===== config.mk =====
export PLATFORM = sky130hd
export DESIGN_NAME = fm_read_scheduler
export DESIGN_NICKNAME = d
export VERILOG_FILES = /design/src/rtl/fm_read_scheduler.sv
export SDC_FILE = /design/constraint.sdc
export NUM_CORES = 1
export LEC_CHECK = 0
export CAP_MARGIN = 25
export CORE_UTILIZATION = 37
export CTS_CLUSTER_DIAMETER = 200
export DETAILED_ROUTE_END_ITERATION = 16
export GPL_ROUTABILITY_DRIVEN = 0
export PLACE_DENSITY = 0.82
export SLEW_MARGIN = 20
export SYNTH_ARGS = -nofsm -noshare
export SYNTH_HDL_FRONTEND = slang
export SYNTH_SLANG_ARGS = --single-unit

===== constraint.sdc =====
create_clock -name clk -period 2 [get_ports clk]
set_input_delay 0.2 -clock clk [delete_from_list [all_inputs] [get_ports clk]]
set_output_delay 0.2 -clock clk [all_outputs]
set_load 0.1 [all_outputs]

===== src/rtl/fm_read_scheduler.sv =====
// fm_read_scheduler: BX framing, four-layer full-match pop arbiter and tagged output register.
// Define FM_SCHED_FIXED_PRIO_EN for fixed lowest-index priority; default build is round-robin.
module fm_read_scheduler #(
    parameter int RESDWIDTH = 40,
    parameter int BX_PERIOD = 150
) (
    input  logic                   clk,
    input  logic                   rst,
    input  logic                   en,
    output logic                   new_bx,
    output logic [3:0]             BX_pipe,
    input  logic [4*RESDWIDTH-1:0] fm_in,
    input  logic [3:0]             fm_valid,
    output logic [3:0]             fm_read,
    output logic [RESDWIDTH+1:0]   out_data,
    output logic                   out_valid,
    input  logic                   out_ready,
    output logic [6:0]             bx_count,
    output logic                   trunc,
    input  logic                   trunc_clr
);

    typedef enum logic [1:0] {
        IDLE  = 2'd0,
        START = 2'd1,
        RUN   = 2'd2
    } state_t;

    localparam logic [9:0] BX_LAST = 10'(BX_PERIOD - 1);
    localparam logic [6:0] CNT_MAX = 7'd127;

    state_t     state;
    state_t     state_nxt;
    logic       en_q;
    logic [9:0] cyc;
    logic       last_run;
    logic       slot_free;
    logic       any_valid;
    logic       pop;
    logic [1:0] grant;
    logic [6:0] count;
`ifndef FM_SCHED_FIXED_PRIO_EN
    logic [1:0] rr_ptr;
`endif

    assign last_run  = (state == RUN) && (cyc == BX_LAST);
    assign slot_free = !out_valid || out_ready;
    assign any_valid = |fm_valid;
    // The last RUN cycle never pops, so whatever is still valid there is what gets flagged as truncated.
    assign pop       = (state == RUN) && !last_run && slot_free && any_valid;
    assign fm_read   = pop ? (4'b0001 << grant) : 4'b0000;

    // NOTE: every combinational output gets a default before the case so no latch is inferred.
    always_comb begin
        state_nxt = state;
        new_bx    = 1'b0;
        case (state)
            IDLE: begin
                if (en_q) state_nxt = START;
            end
            START: begin
                new_bx    = 1'b1;
                state_nxt = RUN;
            end
            RUN: begin
                if (last_run) state_nxt = en_q ? START : IDLE;
            end
            default: state_nxt = IDLE;
        endcase
    end

    always_comb begin : arbiter
        logic [1:0] idx;
        grant = 2'd0;
        idx   = 2'd0;
`ifdef FM_SCHED_FIXED_PRIO_EN
        for (int k = 3; k >= 0; k--) begin
            idx = 2'(k);
            if (fm_valid[idx]) grant = idx;
        end
`else
        // Scan from the far end so the candidate closest to rr_ptr is written last and wins.
        for (int k = 3; k >= 0; k--) begin
            idx = rr_ptr + 2'(k);
            if (fm_valid[idx]) grant = idx;
        end
`endif
    end

    // NOTE: sequential state uses non-blocking assignments so every register samples pre-edge values.
    always_ff @(posedge clk or negedge rst) begin
        if (!rst) begin
            state   <= IDLE;
            en_q    <= 1'b0;
            cyc     <= 10'd0;
            BX_pipe <= 4'd0;
        end else begin
            state <= state_nxt;
            en_q  <= en;
            if (state == START) begin
                cyc     <= 10'd1;
                BX_pipe <= BX_pipe + 4'd1;
            end else if (state == RUN) begin
                cyc <= last_run ? 10'd0 : cyc + 10'd1;
            end
        end
    end

    // The output word is deliberately not flushed at START; a held word waits across the boundary.
    always_ff @(posedge clk or negedge rst) begin
        if (!rst) begin
            out_data  <= '0;
            out_valid <= 1'b0;
        end else if (pop) begin
            out_data  <= {grant, fm_in[int'(grant)*RESDWIDTH +: RESDWIDTH]};
            out_valid <= 1'b1;
        end else if (out_ready) begin
            out_valid <= 1'b0;
        end
    end

`ifndef FM_SCHED_FIXED_PRIO_EN
    always_ff @(posedge clk or negedge rst) begin
        if (!rst) begin
            rr_ptr <= 2'd0;
        end else if (pop) begin
            rr_ptr <= grant + 2'd1;
        end
    end
`endif

    always_ff @(posedge clk or negedge rst) begin
        if (!rst) begin
            count    <= 7'd0;
            bx_count <= 7'd0;
        end else if (state == START) begin
            bx_count <= count;
            count    <= 7'd0;
        end else if (pop && (count != CNT_MAX)) begin
            count <= count + 7'd1;
        end
    end

    always_ff @(posedge clk or negedge rst) begin
        if (!rst) begin
            trunc <= 1'b0;
        end else if (trunc_clr) begin
            trunc <= 1'b0;
        end else if (last_run && any_valid) begin
            trunc <= 1'b1;
        end
    end

endmodule


==> results of run 1 <==
## worst reg2reg max path, delay by kind of cell (launching register included)
family / cells / cell delay, ps
AND/OR/NAND/NOR: 3 / 810
adder cells (fa/ha/maj): 1 / 120
buffers and inverters: 5 / 670
AO/OA/AOI/OAI: 2 / 280
flip-flops: 1 / 390
## routing by layer
layer  up-vias  GRT usage  routed length, um
li1       2367          -                  -
met1      2566      0.316               7520
met2       257      0.469               9910
met3        49     0.0572               1280
met4         0      0.118                515
met5         -          0                  0
## power by group
part	internal, mW	leakage [nW]	total, mW	switching, mW
clock	0.835	0.129	1.49	0.655
combinational	3.56	2.39	10.5	6.99
sequential	2.17	0.930	2.65	0.474
total	6.57	3.45	14.7	8.12
## worst max-delay path by stage
| stage | start | to | slack [ps] | cells after the start |
|---|---|---|---|---|
| 6_report | cyc[1] | out_data[12] | -350 | 11 |
| 3_3_place_gp | fm_valid[2] | out_data[37] | -290 | 8 |
| 5_1_grt | cyc[1] | out_data[11] | -380 | 11 |
| 2_1_floorplan | cyc[1] | out_data[23] | -110 | 9 |
| 3_5_place_dp | fm_valid[1] | out_data[31] | -430 | 8 |
| 4_1_cts | cyc[1] | fm_read[0] | -360 | 8 |
## Yosys cell counts, types with 2 or more instances
cell type and n:
sky130_fd_sc_hd__and2_1 43, sky130_fd_sc_hd__inv_1 9, sky130_fd_sc_hd__xor2_1 7, sky130_fd_sc_hd__o21ai_0 4
sky130_fd_sc_hd__o21a_1 3, sky130_fd_sc_hd__nand4_1 3, sky130_fd_sc_hd__nor3_1 3, sky130_fd_sc_hd__buf_4 6
sky130_fd_sc_hd__mux2_2 8, sky130_fd_sc_hd__nor2_1 60, sky130_fd_sc_hd__nor4_1 2, sky130_fd_sc_hd__a211oi_2 40
sky130_fd_sc_hd__a21oi_1 86, sky130_fd_sc_hd__a2111oi_0 40, sky130_fd_sc_hd__ha_1 12, sky130_fd_sc_hd__mux2i_1 2
sky130_fd_sc_hd__nand2_1 17, sky130_fd_sc_hd__dfrtp_1 77, sky130_fd_sc_hd__nand3_1 5, sky130_fd_sc_hd__buf_2 7
sky130_fd_sc_hd__xnor2_1 8, sky130_fd_sc_hd__and2_0 2, sky130_fd_sc_hd__clkbuf_1 30, sky130_fd_sc_hd__nand2b_1 4
## sequential cells by signal, indices dropped and copies added (netlist names)
name       flops
count          7
en_q           1
BX_pipe        4
cyc           10
out_data      42
state          2
trunc          1
bx_count       7
rr_ptr         2
out_valid      1
## logic make-up (layout without fill, tap and decap cells)
logic type / Yosys count / in the layout / synth area share
and+or+nand+nor: 145 / 146 / 0.155
adders and majority gates: 12 / 12 / 0.0321
AOI/OAI and AO/OA: 182 / 182 / 0.299
xor gates and xnor gates: 15 / 15 / 0.0281
muxes: 10 / 10 / 0.0235
DFF: 77 / 77 / 0.412
buffers and inverters: 54 / 335 / 0.0500
## timing repair
| action | 4_1_cts | 5_1_grt |
|---|---|---|
| hold buffers | 1 | 0 |
| endpoints found under the setup margin | 54 | 69 |
| gates cloned | 9 | 6 |
| resized for setup | 69 | 96 |
| pin swaps | 18 | 28 |
| endpoints found under the hold margin | 77 | 0 |
| buffers inserted | 17 | 17 |
## placed cells by master, fill, tap and decap left out, types with 5 or more instances in the layout
cell type                         synthesis  final
sky130_fd_sc_hd__dfrtp_1                 77     76
sky130_fd_sc_hd__buf_6                    0     14
sky130_fd_sc_hd__a2111oi_1                0      7
sky130_fd_sc_hd__a2111oi_2                0     29
sky130_fd_sc_hd__a21oi_1                 86     51
sky130_fd_sc_hd__a21oi_4                  0     10
sky130_fd_sc_hd__nor2_4                   0      7
sky130_fd_sc_hd__and2_4                   0      5
sky130_fd_sc_hd__a211oi_2                40     40
sky130_fd_sc_hd__a21oi_2                  0     25
sky130_fd_sc_hd__and2_1                  43     38
sky130_fd_sc_hd__ha_1                    12      9
sky130_fd_sc_hd__clkbuf_16                0     13
sky130_fd_sc_hd__xnor2_1                  8      8
sky130_fd_sc_hd__inv_1                    9      8
sky130_fd_sc_hd__buf_12                   0     24
sky130_fd_sc_hd__nor2_2                   0     12
sky130_fd_sc_hd__clkdlybuf4s50_1          0    167
sky130_fd_sc_hd__mux2_2                   8      8
sky130_fd_sc_hd__buf_4                    6     92
sky130_fd_sc_hd__nor2_1                  60     41
sky130_fd_sc_hd__xor2_1                   7      7
sky130_fd_sc_hd__nand2_1                 17     12
## layout make-up
class                      count  area [um2]  share of cell area
clock inverter                 4        27.5             0.00309
tap                          168         210              0.0236
clock buffer                  11         233              0.0261
sequential                    77        1930               0.217
timing repair buffer         309        3270               0.366
inverter                      11        43.8             0.00491
multi-input combinational    365        3200               0.359
==> qor.log, run 1 <==
qor: outcome.run_status finished, violations left
qor: outcome.failed_checks setup timing
qor: timing.slew-limit-headroom 0.657
qor: clock_network.clock_insertion_delay_worst_skew 340 ps
qor: setup_path.timing.critical_path.buf_inv 5
qor: logic_synthesis.post-synth-top-area-cell sky130_fd_sc_hd__dfrtp_1
qor: grt.grt_pass1_wl 27100 um
qor: timing.rsz_0062_raised_after_global_routing true
qor: logic_synthesis.ys_seq_area_frac 0.412
qor: timing.hold_slack 316 ps
qor: timing.number_of_endpoints_failing_setup_at_the_final_stage 69
qor: timing.postLayoutSetupSlackWorst -353 ps
qor: logic_synthesis.synth_nets 676
qor: setup_path.timing_worst_setup_path_type reg -> reg
qor: setup_path.critical_path.reg2reg.endpoint out_data[12]
qor: timing.final.period_utilization 1.18
qor: power.ir_worst_vdd 1.17 mV
qor: die.ioPinCount 229
qor: setup_path.worst_path_largest_cell_delay 460 ps
qor: setup_path.r2r_start cyc[1]
qor: logic_synthesis.synthArstFlopShare 1.00
qor: layout.num-nets-final 954
qor: clock_network.clock_tree.buffer_depth 2
qor: layout.area.growth.synth_to_final 90.5%
qor: power.leakage_power_total 3.45 nW
qor: routing.routed_wire_length_per_instance 20.3 um
qor: clock_network.cts_tree done
qor: placed_design.dp_hpwl 11500 um
qor: routing.detail_route.vias_per_cell 5.54
qor: power.total_power 14.7 mW
qor: layout.layout.cells.non_filler 945
qor: hold_path.min_from en
qor: layout.fill_cells 796
qor: grt.global_route.overflow_total 0
qor: setup_path.crit_path_top_delay_cell sky130_fd_sc_hd__or4b_4
qor: setup_path.path_max_fanout 8
qor: setup_path.reg2reg_depth 11
qor: clock_network.clkSlewWorstSetupHoldPaths 60 ps
qor: routing.drt_first_iter_violations 315
qor: setup_path.rrSetupSlack -350 ps
qor: clock_network.cts_made_buffers 9
qor: logic_synthesis.synth_cell_type_count 41
qor: layout.layout.cell_area.non_filler 8910 um2
qor: timing.fmax 425 MHz
qor: routing.vias 5239
qor: logic_synthesis.synth_top_flop_cell sky130_fd_sc_hd__dfrtp_1
qor: logic_synthesis.synth_area 4680 um2
qor: clock_network.cts_root_buf sky130_fd_sc_hd__clkbuf_16
qor: hold_path.hold-path-endpoint en_q
qor: routing.final_antenna_net_count 0
qor: routing.drc 0
qor: routing.drt_wl_total 19200 um
qor: setup_path.critical-path-top-cell-by-count sky130_fd_sc_hd__buf_12
qor: hold_path.worstHoldPathType in -> reg
qor: timing.hold_viol 0
qor: clock_network.clock_tree.htree_level_count 3
qor: logic_synthesis.synth.area.top_cells sky130_fd_sc_hd__dfrtp_1, sky130_fd_sc_hd__a211oi_2, sky130_fd_sc_hd__a21oi_1
qor: logic_synthesis.synth-warning-count 0
qor: timing.slew_viol_final 0
qor: setup_path.critical-path-top-delay-family simple AND/OR/NAND/NOR gates
qor: die.coreArea 12200 um2
qor: layout.n_antenna_cell 0
qor: power.areal_power_density_over_the_cells 1650 nW/um2
qor: timing.clock_skew 9.26 ps
qor: logic_synthesis.synth.avg_cell_area 9.45 um2
qor: die.row_count 40
qor: routing.drt_pass1_iterations 4
qor: logic_synthesis.synth_enable_flop_cells 0
qor: setup_path.worst_setup_path_end_kind flop
qor: placed_design.dpl_cell_area 7470 um2
qor: logic_synthesis.netlist_instances 495
qor: grt.grt_antenna_before_repair 0
qor: setup_path.signal_arrival_time_at_the_worst_endpoint 2600 ps
qor: setup_path.worstPathRequired 2250 ps
qor: setup_path.start_kind flop
qor: die.die-area 13100 um2
qor: logic_synthesis.ys_ff_latch 77
qor: job.maxCapViolations 0
qor: placed_design.placement.setup.worst_slack -431 ps
qor: die.initial_utilization 0.385
qor: grt.grt_util_all_layers 0.268
qor: placed_design.buffer_ports.inserted 228
qor: hold_path.worstHoldPathCells 1
qor: layout.post-route-util 0.733
qor: grt.grt_pass1_vias 5488
qor: timing.worst-slew-pin-transition 515 ps
qor: clock_network.cts_sinks 77
qor: die.die_h 114 um
qor: grt.maximum_number_of_pins_on_one_net_before_global_route_repair 78
qor: timing.layout_min_cycle_time 2350 ps
qor: setup_path.critical_path.cell_chain inv_2 > ha_4 > or4b_4 > nor4_4 > buf_4 > or2_4 > buf_12 > buf_12 > buf_12 > a21oi_4 > a211oi_2
qor: layout.final_layout_size_suffix_gt1_frac 0.412
qor: logic_synthesis.yosys.area.top_type_share 0.412
qor: timing.fin_setup_tns -14390 ps
qor: die.fp.dieW 114 um
qor: placed_design.dp_cells 891
(Power assumes the default switching activity.)
==> inputs of run 2 (changes only) <==
==> constraint.sdc (replaced) <==
create_clock -name clk -period 2 [get_ports clk]
set_input_delay 0.6 -clock clk [delete_from_list [all_inputs] [get_ports clk]]
set_output_delay 0.6 -clock clk [all_outputs]
set_load 0.1 [all_outputs]
==> run 2 against run 1 <==
  * The flow still finishes with violations (setup timing)
  * Clock skew fell by 1.0 ps
  * Cell area up 14%
  * Largest power group unchanged
  * Worst hold slack worse by 54 ps
==> qor.log, run 2 (synthesized netlist as in run 1, its figures left out) <==
qor: power.total_power 17.1 mW [was 14.7 mW]
qor: setup_path.signal_arrival_time_at_the_worst_endpoint 2130 ps [was 2600 ps]
qor: die.coreArea 12200 um2 [unchanged]
qor: clock_network.clock_tree.htree_level_count 3 [unchanged]
qor: layout.reg_top3 out_data x42, cyc x10 [unchanged]
qor: clock_network.clock_tree.buffer_depth 2 [unchanged]
qor: layout.final_cell_mix sky130_fd_sc_hd__clkdlybuf4s50_1, sky130_fd_sc_hd__dfrtp_1, sky130_fd_sc_hd__buf_12 [was sky130_fd_sc_hd__clkdlybuf4s50_1, sky130_fd_sc_hd__buf_4, sky130_fd_sc_hd__dfrtp_1]
qor: routing.routed_wire_length_per_instance 23.3 um [was 20.3 um]
qor: timing.layout_min_cycle_time 2730 ps [was 2350 ps]
qor: power.ir_worst_vdd 1.04 mV [was 1.17 mV]
qor: timing.worst-slew-pin-transition 644 ps [was 515 ps]
qor: routing.drt_first_iter_violations 346 [was 315]
qor: grt.maximum_number_of_pins_on_one_net_before_global_route_repair 46 [was 78]
qor: power.internal-power 8.16 mW [was 6.57 mW]
qor: routing.vias 5557 [was 5239]
qor: layout.n_antenna_cell 0 [unchanged]
qor: layout.fill_cells 576 [was 796]
qor: routing.drt_wl_total 22600 um [was 19200 um]
qor: clock_network.cts_made_buffers 9 [unchanged]
qor: timing.slew_viol_final 0 [unchanged]
qor: clock_network.cts_sinks 77 [unchanged]
qor: layout.num-nets-final 976 [was 954]
qor: die.die-area 13100 um2 [unchanged]
qor: power.areal_power_density_over_the_cells 1670 nW/um2 [was 1650 nW/um2]
qor: job.maxCapViolations 0 [unchanged]
qor: timing.fmax 367 MHz [was 425 MHz]
qor: clock_network.clock_insertion_delay_worst_skew 340 ps [about the same]
qor: clock_network.clkSlewWorstSetupHoldPaths 70 ps [was 60 ps]
qor: layout.final_layout_size_suffix_gt1_frac 0.430 [was 0.412]
qor: setup_path.timing_worst_setup_path_type reg -> out [was reg -> reg]
qor: clock_network.cts_tree done [unchanged]
qor: clock_network.cts_root_buf sky130_fd_sc_hd__clkbuf_16 [unchanged]
qor: die.ioPinCount 229 [unchanged]
qor: layout.flip_flop_count_of_the_largest_register_all_copies_and_words_added 42 [unchanged]
qor: timing.postLayoutSetupSlackWorst -726 ps [was -353 ps]
qor: routing.detail_route.vias_per_cell 5.74 [was 5.54]
qor: layout.most_common_cell_after_layout_fill_and_taps_aside sky130_fd_sc_hd__clkdlybuf4s50_1 [unchanged]
qor: power.power_frac_seq 0.168 [was 0.180]
qor: setup_path.critical_path.reg2reg.endpoint out_data[12] [unchanged]
qor: layout.area.growth.synth_to_final 118% [was 90.5%]
qor: timing.final.period_utilization 1.36 [was 1.18]
qor: die.fp.dieW 114 um [unchanged]
qor: timing.hold_viol 0 [unchanged]
qor: timing.rsz_0062_raised_after_global_routing true [unchanged]
qor: placed_design.buffer_ports.inserted 228 [unchanged]
qor: grt.grt_pass1_wl 32300 um [was 27100 um]
qor: setup_path.path_max_fanout 7 [was 8]
qor: timing.slew-limit-headroom 0.571 [was 0.657]
qor: outcome.failed_checks setup timing [unchanged]
qor: grt.grt_pass1_vias 6048 [was 5488]
qor: power.combinationalPowerShare 0.731 [was 0.718]
qor: setup_path.worst_setup_path_end_kind output port [was flop]
qor: setup_path.r2r_start cyc[1] [unchanged]
qor: routing.drt_pass1_iterations 5 [was 4]
qor: placed_design.dp_hpwl 12200 um [was 11500 um]
qor: grt.grt_antenna_before_repair 0 [unchanged]
qor: power.leakage_power_total 3.89 nW [was 3.45 nW]
qor: setup_path.reg2reg_depth 14 [was 11]
qor: layout.largest-register out_data [unchanged]
qor: timing.clock_skew 8.23 ps [was 9.26 ps]
qor: placed_design.placement.setup.worst_slack -1050 ps [was -431 ps]
qor: routing.drc 0 [unchanged]
qor: grt.grt_util_all_layers 0.329 [was 0.268]
qor: clock_network.cts_hold_buffers 0 [was 1]
qor: layout.post-route-util 0.839 [was 0.733]
qor: power.switching_share_of_power 0.522 [was 0.553]
qor: die.initial_utilization 0.385 [unchanged]
qor: routing.final_antenna_net_count 0 [unchanged]
qor: timing.number_of_endpoints_failing_setup_at_the_final_stage 69 [unchanged]
qor: power.clock_power_share 0.101 [about the same]
qor: setup_path.worstPathRequired 1400 ps [was 2250 ps]
qor: outcome.run_status finished, violations left [unchanged]
qor: power.p_switching 8.92 mW [was 8.12 mW]
qor: die.die_h 114 um [unchanged]
qor: setup_path.start_kind flop [unchanged]
qor: setup_path.rrSetupSlack -610 ps [was -350 ps]
qor: die.row_count 40 [unchanged]
qor: hold_path.worstHoldPathType in -> async [was in -> reg]
qor: grt.global_route.overflow_total 0 [unchanged]
## run 2: final cells by class
type | count | area [um2] | share of cell area
Timing Repair Buffer | 332 | 4200 | 0.412
Sequential cell | 77 | 1930 | 0.189
Tap cell | 168 | 210 | 0.0206
Clock buffer | 9 | 225 | 0.0221
Inverter | 11 | 41.3 | 0.00405
Clock inverter | 7 | 81.3 | 0.00797
Multi-Input combinational cell | 364 | 3520 | 0.345
## run 2: how the worst max path moves through the flow
| stage | slack (ps) | from | end | cells past startpoint |
|---|---|---|---|---|
| 6_report | -730 | cyc[1] | fm_read[1] | 8 |
| 5_1_grt | -780 | cyc[1] | fm_read[1] | 8 |
| 4_1_cts | -660 | cyc[1] | fm_read[1] | 8 |
| 3_5_place_dp | -1050 | fm_valid[2] | out_data[35] | 8 |
| 3_3_place_gp | -950 | fm_valid[2] | out_data[35] | 8 |
| 2_1_floorplan | -580 | cyc[1] | fm_read[0] | 7 |
## run 2: per-stage QoR
step	std cells	area, um2	setup TNS (ps)	hold WS, ps
2_1_floorplan	495	4780	-13650	304
3_3_place_gp	916	8190	-41680	510
3_5_place_dp	916	8190	-46070	544
4_1_cts	970	9920	-26920	281
5_1_grt	968	10200	-38450	302
6_report	968	10200	-33400	261
## run 2: critical path, cell delays in order (launching register included)
cell and delay, ps:
sky130_fd_sc_hd__dfrtp_1 400, sky130_fd_sc_hd__inv_2 90, sky130_fd_sc_hd__ha_4 120, sky130_fd_sc_hd__or4b_4 470, sky130_fd_sc_hd__nor4_4 150, sky130_fd_sc_hd__buf_4 170
sky130_fd_sc_hd__nor2_4 50, sky130_fd_sc_hd__and2_4 160, sky130_fd_sc_hd__buf_12 160
## run 2: timing repair
action,in CTS,in global routing
pin swaps,43,37
setup endpoints to repair,68,70
resized for setup,205,63
cloned,13,2
buffers inserted,30,16
## run 2: metal layers
layer,vias to the layer above,GRT usage,part of all wire
li1,2422,-,-
met4,0,0.197,0.061
met5,-,0,0
met2,346,0.592,0.52
met1,2687,0.344,0.33
met3,102,0.0836,0.080
## run 2: power by group through the flow
stage | combinational, mW | clock (mW) | sequential [mW]
after CTS | 11.9 | 1.73 | 2.83
after detailed placement | 9.99 | 0 | 2.84
after global placement | 9.77 | 0 | 2.79
after floorplan | 2.75 | 0 | 6.11
after global routing | 12.9 | 1.82 | 2.92
final | 12.5 | 1.73 | 2.86
